## config.mk

```make
export PLATFORM = sky130hd
export DESIGN_NAME = lfsr_beam_emulator_flat
export DESIGN_NICKNAME = d
export VERILOG_FILES = /design/src/rtl/lfsr_beam_emulator_if.sv /design/src/rtl/lfsr_beam_emulator.sv /design/src/flat_wrapper.sv
export SDC_FILE = /design/constraint.sdc
export NUM_CORES = 1
export LEC_CHECK = 0
export CAP_MARGIN = 25
export CORE_UTILIZATION = 40
export DETAILED_ROUTE_END_ITERATION = 7
export GPL_ROUTABILITY_DRIVEN = 0
export PLACE_DENSITY = 0.66
export SLEW_MARGIN = 20
export SYNTH_ARGS = -nofsm -noshare
export SYNTH_HDL_FRONTEND = slang
export SYNTH_SLANG_ARGS = --single-unit
```

## constraint.sdc

```tcl
create_clock -name clk_72MHz -period 3.71 [get_ports clk_72MHz]
set_clock_uncertainty 0.15 [all_clocks]
set_input_delay 0.371 -clock clk_72MHz [delete_from_list [all_inputs] [get_ports clk_72MHz]]
set_output_delay 0.371 -clock clk_72MHz [all_outputs]
set_load 0.02 [all_outputs]
```

## src/rtl/lfsr_beam_emulator_if.sv

```systemverilog
// Request/status bundle between a self-test controller and the LFSR beam emulator.
// The controller drives the burst request; the emulator answers with busy/done/error.
interface lfsr_beam_emulator_if;
    logic        start;
    logic        poly_sel;
    logic [16:0] seed;
    logic [15:0] burst_len;
    logic        busy;
    logic        done;
    logic        error;

    modport master (
        output start, poly_sel, seed, burst_len,
        input  busy, done, error
    );

    modport slave (
        input  start, poly_sel, seed, burst_len,
        output busy, done, error
    );
endinterface

```

## src/rtl/lfsr_beam_emulator.sv

```systemverilog
// Transmit-side model of the sweep bitstream: a BMC-encoded LFSR burst on one of two
// base-station polynomials, with a free-running timestamp and first-bit timestamp capture.
module lfsr_beam_emulator #(
    parameter int          HALF_BIT   = 6,
    parameter int          GAP_CYCLES = 16,
    parameter logic [23:0] TS_INIT    = 24'h000000
) (
    input  logic                 clk_72MHz,
    input  logic                 rst_n,
    lfsr_beam_emulator_if.slave  ctl,
    output logic                 bmc_out,
    output logic                 envelope,
    output logic [23:0]          ts_now,
    output logic [23:0]          ts_first,
    output logic [16:0]          lfsr_state,
    output logic [15:0]          bits_sent
);

    localparam logic [16:0] POLY0      = 17'h1d258;
    localparam logic [16:0] POLY1      = 17'h17e04;
    localparam int          BIT_CYCLES = 2 * HALF_BIT;
    localparam int          CNT_MAX    = (GAP_CYCLES > BIT_CYCLES) ? GAP_CYCLES : BIT_CYCLES;
    localparam int          CNT_W      = $clog2(CNT_MAX + 1);

    localparam logic [CNT_W-1:0] GAP_LAST = CNT_W'(GAP_CYCLES);
    localparam logic [CNT_W-1:0] MID_LAST = CNT_W'(HALF_BIT - 1);
    localparam logic [CNT_W-1:0] BIT_LAST = CNT_W'(BIT_CYCLES - 1);
    localparam logic [CNT_W-1:0] CNT_ONE  = CNT_W'(1);

    typedef enum logic [1:0] {
        S_IDLE,
        S_GAP,
        S_TX,
        S_DONE
    } state_t;

    state_t            state_q, state_d;
    logic [16:0]       poly_q, poly_d;
    logic [15:0]       len_q, len_d;
    logic [16:0]       lfsr_q, lfsr_d;
    logic [CNT_W-1:0]  cnt_q, cnt_d;
    logic              busy_q, busy_d;
    logic              done_q, done_d;
    logic              error_q, error_d;
    logic              bmc_q, bmc_d;
    logic              env_q, env_d;
    logic [23:0]       ts_q, ts_d;
    logic [23:0]       ts_first_q, ts_first_d;
    logic [15:0]       bits_q, bits_d;

    function automatic logic [16:0] lfsr_next(input logic [16:0] s, input logic [16:0] p);
        return {s[15:0], ^(s & p)};
    endfunction

    always_comb begin
        state_d    = state_q;
        poly_d     = poly_q;
        len_d      = len_q;
        lfsr_d     = lfsr_q;
        cnt_d      = cnt_q;
        busy_d     = busy_q;
        done_d     = 1'b0;
        error_d    = error_q;
        bmc_d      = bmc_q;
        env_d      = env_q;
        ts_first_d = ts_first_q;
        bits_d     = bits_q;
        ts_d       = ts_q + 24'd1;

        unique case (state_q)
            S_IDLE: begin
                if (ctl.start) begin
                    poly_d  = ctl.poly_sel ? POLY1 : POLY0;
                    lfsr_d  = ctl.seed;
                    len_d   = ctl.burst_len;
                    busy_d  = 1'b1;
                    bits_d  = 16'd0;
                    cnt_d   = '0;
                    error_d = (ctl.seed == 17'd0);
                    // An all-zero seed would lock the LFSR, so it is refused outright.
                    if ((ctl.seed == 17'd0) || (ctl.burst_len == 16'd0)) begin
                        state_d = S_DONE;
                    end else begin
                        state_d = S_GAP;
                    end
                end
            end

            S_GAP: begin
                if (cnt_q == GAP_LAST) begin
                    state_d    = S_TX;
                    env_d      = 1'b1;
                    ts_first_d = ts_q;
                    bmc_d      = ~bmc_q;
                    cnt_d      = '0;
                end else begin
                    cnt_d = cnt_q + CNT_ONE;
                end
            end

            S_TX: begin
                if (cnt_q == MID_LAST) begin
                    // Mid-bit transition encodes a 1; the bit on air is the LFSR MSB.
                    if (lfsr_q[16]) begin
                        bmc_d = ~bmc_q;
                    end
                    cnt_d = cnt_q + CNT_ONE;
                end else if (cnt_q == BIT_LAST) begin
                    lfsr_d = lfsr_next(lfsr_q, poly_q);
                    bits_d = bits_q + 16'd1;
                    cnt_d  = '0;
                    if (bits_q == (len_q - 16'd1)) begin
                        env_d   = 1'b0;
                        bmc_d   = 1'b0;
                        state_d = S_DONE;
                    end else begin
                        bmc_d = ~bmc_q;
                    end
                end else begin
                    cnt_d = cnt_q + CNT_ONE;
                end
            end

            S_DONE: begin
                done_d  = 1'b1;
                busy_d  = 1'b0;
                state_d = S_IDLE;
            end

            default: begin
                state_d = S_IDLE;
            end
        endcase
    end

    always_ff @(posedge clk_72MHz) begin
        if (!rst_n) begin
            state_q    <= S_IDLE;
            poly_q     <= '0;
            len_q      <= '0;
            lfsr_q     <= '0;
            cnt_q      <= '0;
            busy_q     <= 1'b0;
            done_q     <= 1'b0;
            error_q    <= 1'b0;
            bmc_q      <= 1'b0;
            env_q      <= 1'b0;
            ts_q       <= TS_INIT;
            ts_first_q <= '0;
            bits_q     <= '0;
        end else begin
            state_q    <= state_d;
            poly_q     <= poly_d;
            len_q      <= len_d;
            lfsr_q     <= lfsr_d;
            cnt_q      <= cnt_d;
            busy_q     <= busy_d;
            done_q     <= done_d;
            error_q    <= error_d;
            bmc_q      <= bmc_d;
            env_q      <= env_d;
            ts_q       <= ts_d;
            ts_first_q <= ts_first_d;
            bits_q     <= bits_d;
        end
    end

    assign ctl.busy   = busy_q;
    assign ctl.done   = done_q;
    assign ctl.error  = error_q;
    assign bmc_out    = bmc_q;
    assign envelope   = env_q;
    assign ts_now     = ts_q;
    assign ts_first   = ts_first_q;
    assign lfsr_state = lfsr_q;
    assign bits_sent  = bits_q;

endmodule

```

## src/flat_wrapper.sv

```systemverilog
// flat-port wrapper written by rule: the top's interface ports become plain ports
module lfsr_beam_emulator_flat 
#(
    parameter int          HALF_BIT   = 6,
    parameter int          GAP_CYCLES = 16,
    parameter logic [23:0] TS_INIT    = 24'h000000
)
  (clk_72MHz, rst_n, bmc_out, envelope, ts_now, ts_first, lfsr_state, bits_sent, ctl_start, ctl_poly_sel, ctl_seed, ctl_burst_len, ctl_busy, ctl_done, ctl_error);
  lfsr_beam_emulator_if ctl_i ();
  input  logic clk_72MHz;
  input  logic rst_n;
  output logic bmc_out;
  output logic envelope;
  output logic [23:0] ts_now;
  output logic [23:0] ts_first;
  output logic [16:0] lfsr_state;
  output logic [15:0] bits_sent;
  input wire logic [$bits(ctl_i.start)-1:0] ctl_start;
  input wire logic [$bits(ctl_i.poly_sel)-1:0] ctl_poly_sel;
  input wire logic [$bits(ctl_i.seed)-1:0] ctl_seed;
  input wire logic [$bits(ctl_i.burst_len)-1:0] ctl_burst_len;
  output wire logic [$bits(ctl_i.busy)-1:0] ctl_busy;
  output wire logic [$bits(ctl_i.done)-1:0] ctl_done;
  output wire logic [$bits(ctl_i.error)-1:0] ctl_error;
  assign ctl_i.start = ctl_start;
  assign ctl_i.poly_sel = ctl_poly_sel;
  assign ctl_i.seed = ctl_seed;
  assign ctl_i.burst_len = ctl_burst_len;
  assign ctl_busy = ctl_i.busy;
  assign ctl_done = ctl_i.done;
  assign ctl_error = ctl_i.error;
  lfsr_beam_emulator #(.HALF_BIT(HALF_BIT), .GAP_CYCLES(GAP_CYCLES), .TS_INIT(TS_INIT)) u_core (.clk_72MHz(clk_72MHz), .rst_n(rst_n), .ctl(ctl_i), .bmc_out(bmc_out), .envelope(envelope), .ts_now(ts_now), .ts_first(ts_first), .lfsr_state(lfsr_state), .bits_sent(bits_sent));
endmodule
```

==> metrics.txt <==
outcome=finished, final reports clean; pwr/cell area=between 500 and 600 mW/mm^2; WP data arrival=approximately 3.1 ns; Setup CP Type=reg2reg; clock latency on the worst-skew pair=0.35 ns; Final Hold Fails=0; DR DRC count=0; final setup fails=0; Max Slew Vio Count=0; critical path endpoint category=flop; Rows=between 40 and 50; Slowest cell on crit path=or4b_4; startpoint types=flop; Clock transition at path regs=about 0.07 ns; GRT Resource Usage Total=a little over a fifth; YS warnings=0; first-pass GRT wire length=between 20000 and 25000 um; number of port buffers=between 100 and 150; share of post-route cells with drive strength above 1=4.27%; largest net degree at the start of global routing=between 40 and 50; Lkg Pwr=2.40 nW; synth unique cells=between 50 and 60; Final period util=79.6%; postcts setup bufs=0; syn_nets=between 700 and 800; Fmax=339 MHz; Max VDD drop=0.269 mV; vias in the first global route=5025; Slew @ Worst Pin=0.902 ns; Mean Syn Cell Area=slightly above 8 sq um; top sig layer=met4; Iter 0 DRT Violations=roughly 260; CP bufs+invs=1; met3 WL=about 930 um; Hold Crit Class=reg2reg; top cell type's share of synthesized area=between 40% and 50%; core area=between 0.01 and 0.015 sq mm; RSZ-0062 raised after global routing=false; worst-path maximum fanout=8; max-cap violation count=0; Vias=~5000; Seq cells post-synth=around 110; largest cells by area after synthesis=dfxtp_1, nand2_1, a21oi_1; WP data required=3.84 ns; antenna cells=0; CP Cell Sequence=inv_1 -> ha_1 -> or4b_4 -> nor4b_2 -> xnor2_1 -> o221ai_2 -> nand4_1 -> or3_1 -> a31oi_1; maximum root-to-sink buffer count=2; Largest stage delay, worst path=0.55 ns; area leader, netlist=dfxtp_1; Mapped Cells=667; CTS tree=built; post-route ant nets=0; final wirelength=about 15000 um; post-route setup TNS=0 ns; TritonCTS buffer count=9; wl on met1=between 6000 and 7000 um; Post-Synthesis Cell Area=around 0.0054 sq mm; area post-placement=0.00678 sq mm; Post-synth EDFFs=0; remaining global-route overflow=0; commonest register cell after synthesis=dfxtp_1; CP top delay family=simple AND/OR/NAND/NOR gates; Avg Vias per Cell=5.36; Ports=around 120; clock sinks=between 100 and 150; Post-synth ARST share=0%; area grow syn2layout=29.9%; post-synthesis sequential area ratio=approximately two fifths; Die Area=approximately 0.014 sq mm; Post-CTS Hold Buffers=0; post-cts resize count=0; final instance area=~0.0071 sq mm; hpwl dp=between 10000 and 15000 um; Root Driver=clkbuf_16; initial antenna violation count=0; die width=119 um; H-Tree Depth=3; minimum clock period=2.95 ns; worst hold margin=slightly above 0.3 ns; Initial Util=41.0%; met2 wire len=6910 um; Slew HR=39.9%; First-pass DRT Iterations=4; wire per inst=15.3 um; Nets=816; Filler cells=between 1000 and 1500; die height=around 120 um
-- layout make-up --
| type | count | area [sq um] | area share, % |
|---|---|---|---|
| Tap cell | 176 | 220 | 3.12 |
| Inverter | 13 | 48.8 | 0.692 |
| Clock buffer | 10 | 239 | 3.39 |
| Multi-Input combinational cell | 505 | 2990 | 42.4 |
| Clock inverter | 5 | 33.8 | 0.479 |
| Sequential cell | 112 | 2240 | 31.8 |
| Timing Repair Buffer | 128 | 1280 | 18.1 |
-- logic make-up after synthesis --
logic type	count (synthesis)	synth area share [%]
and+or+nand+nor	293	25.9
muxes	21	3.87
xor gates and xnor gates	61	9.84
DFF	112	41.3
AOI/OAI and AO/OA	120	13.1
adders and majority gates	10	2.30
buffers and inverters	50	3.69
-- stage by stage --
stage / setup slack [ns] / power, mW / instances / util [%]
CTS: 0.803 / 3.89 / 949 / 53.3
finish: 0.758 / 3.86 / 949 / 53.3
floorplan: 1.09 / 2.51 / 667 / -
global placement: 0.993 / 2.92 / 934 / 51.2
detailed placement: 0.823 / 2.97 / 934 / 51.2
global route: 0.569 / 4.09 / 949 / 53.3
-- cell usage after synthesis, types with 2 or more instances --
master	instances
nor4_1	9
clkbuf_1	28
dfxtp_1	112
nor4bb_1	3
o22ai_1	2
ha_1	10
nor2_1	67
o21ai_0	21
nand2_1	114
xnor2_1	29
o211ai_1	3
a2bb2oi_1	2
nor2b_1	4
or2_2	2
o22a_1	2
and3_1	6
a211oi_1	17
or4_4	2
or3_1	14
nand2b_1	4
buf_1	6
inv_1	13
or4_1	2
nand4_1	17
nor3b_1	2
xor2_1	32
a21oi_1	63
nor3_1	11
mux2i_1	21
and2_1	10
nand3_1	18
-- sequential cells by signal, indices dropped and copies added, names as in the netlist, 2 cells and up --
name	flops
u_core.ts_now	24
u_core.state_q	2
u_core.cnt_q	5
u_core.ts_first	24
u_core.len_q	16
u_core.lfsr_state	17
u_core.bits_sent	16
u_core.poly_q	3
-- metal layers --
metal / vias up / global-route usage [%]
met3: 36 / 6.95
met4: 0 / 8.62
met1: 2393 / 25.3
li1: 2496 / -
met2: 159 / 35.6
met5: - / 0
-- cell usage in the layout (no fill, tap or decap), drive strengths merged, types with 3 or more instances in the layout --
cell	Yosys	routed
o21ai	22	22
a211oi	17	17
mux2i	21	21
clkbuf	28	10
nor4bb	3	3
and2	10	10
nand2b	4	4
nor2b	4	4
ha	10	10
or4	4	4
nor3	12	12
a21oi	63	63
dfxtp	112	112
o211ai	3	3
clkdlybuf4s50	0	122
and3	6	6
nor2	67	67
nand2	114	114
or3	14	14
buf	9	6
clkinv	0	3
xor2	32	32
xnor2	29	29
nand3	18	18
or2	3	3
inv	13	13
nand4	17	17
nor4	10	10
-- worst register-to-register path, stage by stage (launching register included) --
cell,delay [ns]
dfxtp_1,0.35
inv_1,0.07
ha_1,0.32
or4b_4,0.55
nor4b_2,0.32
xnor2_1,0.15
o221ai_2,0.22
nand4_1,0.19
or3_1,0.39
a31oi_1,0.17
-- final timing paths --
path	slack [ns]	start	cells after the start	end
worst max-delay path	0.76	u_core.len_q[0]$_SDFFE_PN0P_	9	u_core.state_q[0]$_SDFFE_PN0P_
worst min-delay path	0.31	u_core.ts_first[20]$_SDFFE_PN0P_	2	u_core.ts_first[20]$_SDFFE_PN0P_
worst max register to register	0.76	u_core.len_q[0]$_SDFFE_PN0P_	9	u_core.state_q[0]$_SDFFE_PN0P_
worst min register to register	0.31	u_core.ts_first[20]$_SDFFE_PN0P_	2	u_core.ts_first[20]$_SDFFE_PN0P_
-- where the power goes --
part / switching (mW) / leakage [nW] / internal (mW)
clock network: 0.440 / 0.130 / 0.469
logic: 0.812 / 1.36 / 0.633
registers: 0.163 / 0.911 / 1.35
No activity file was read; power rests on OpenSTA's default activity.
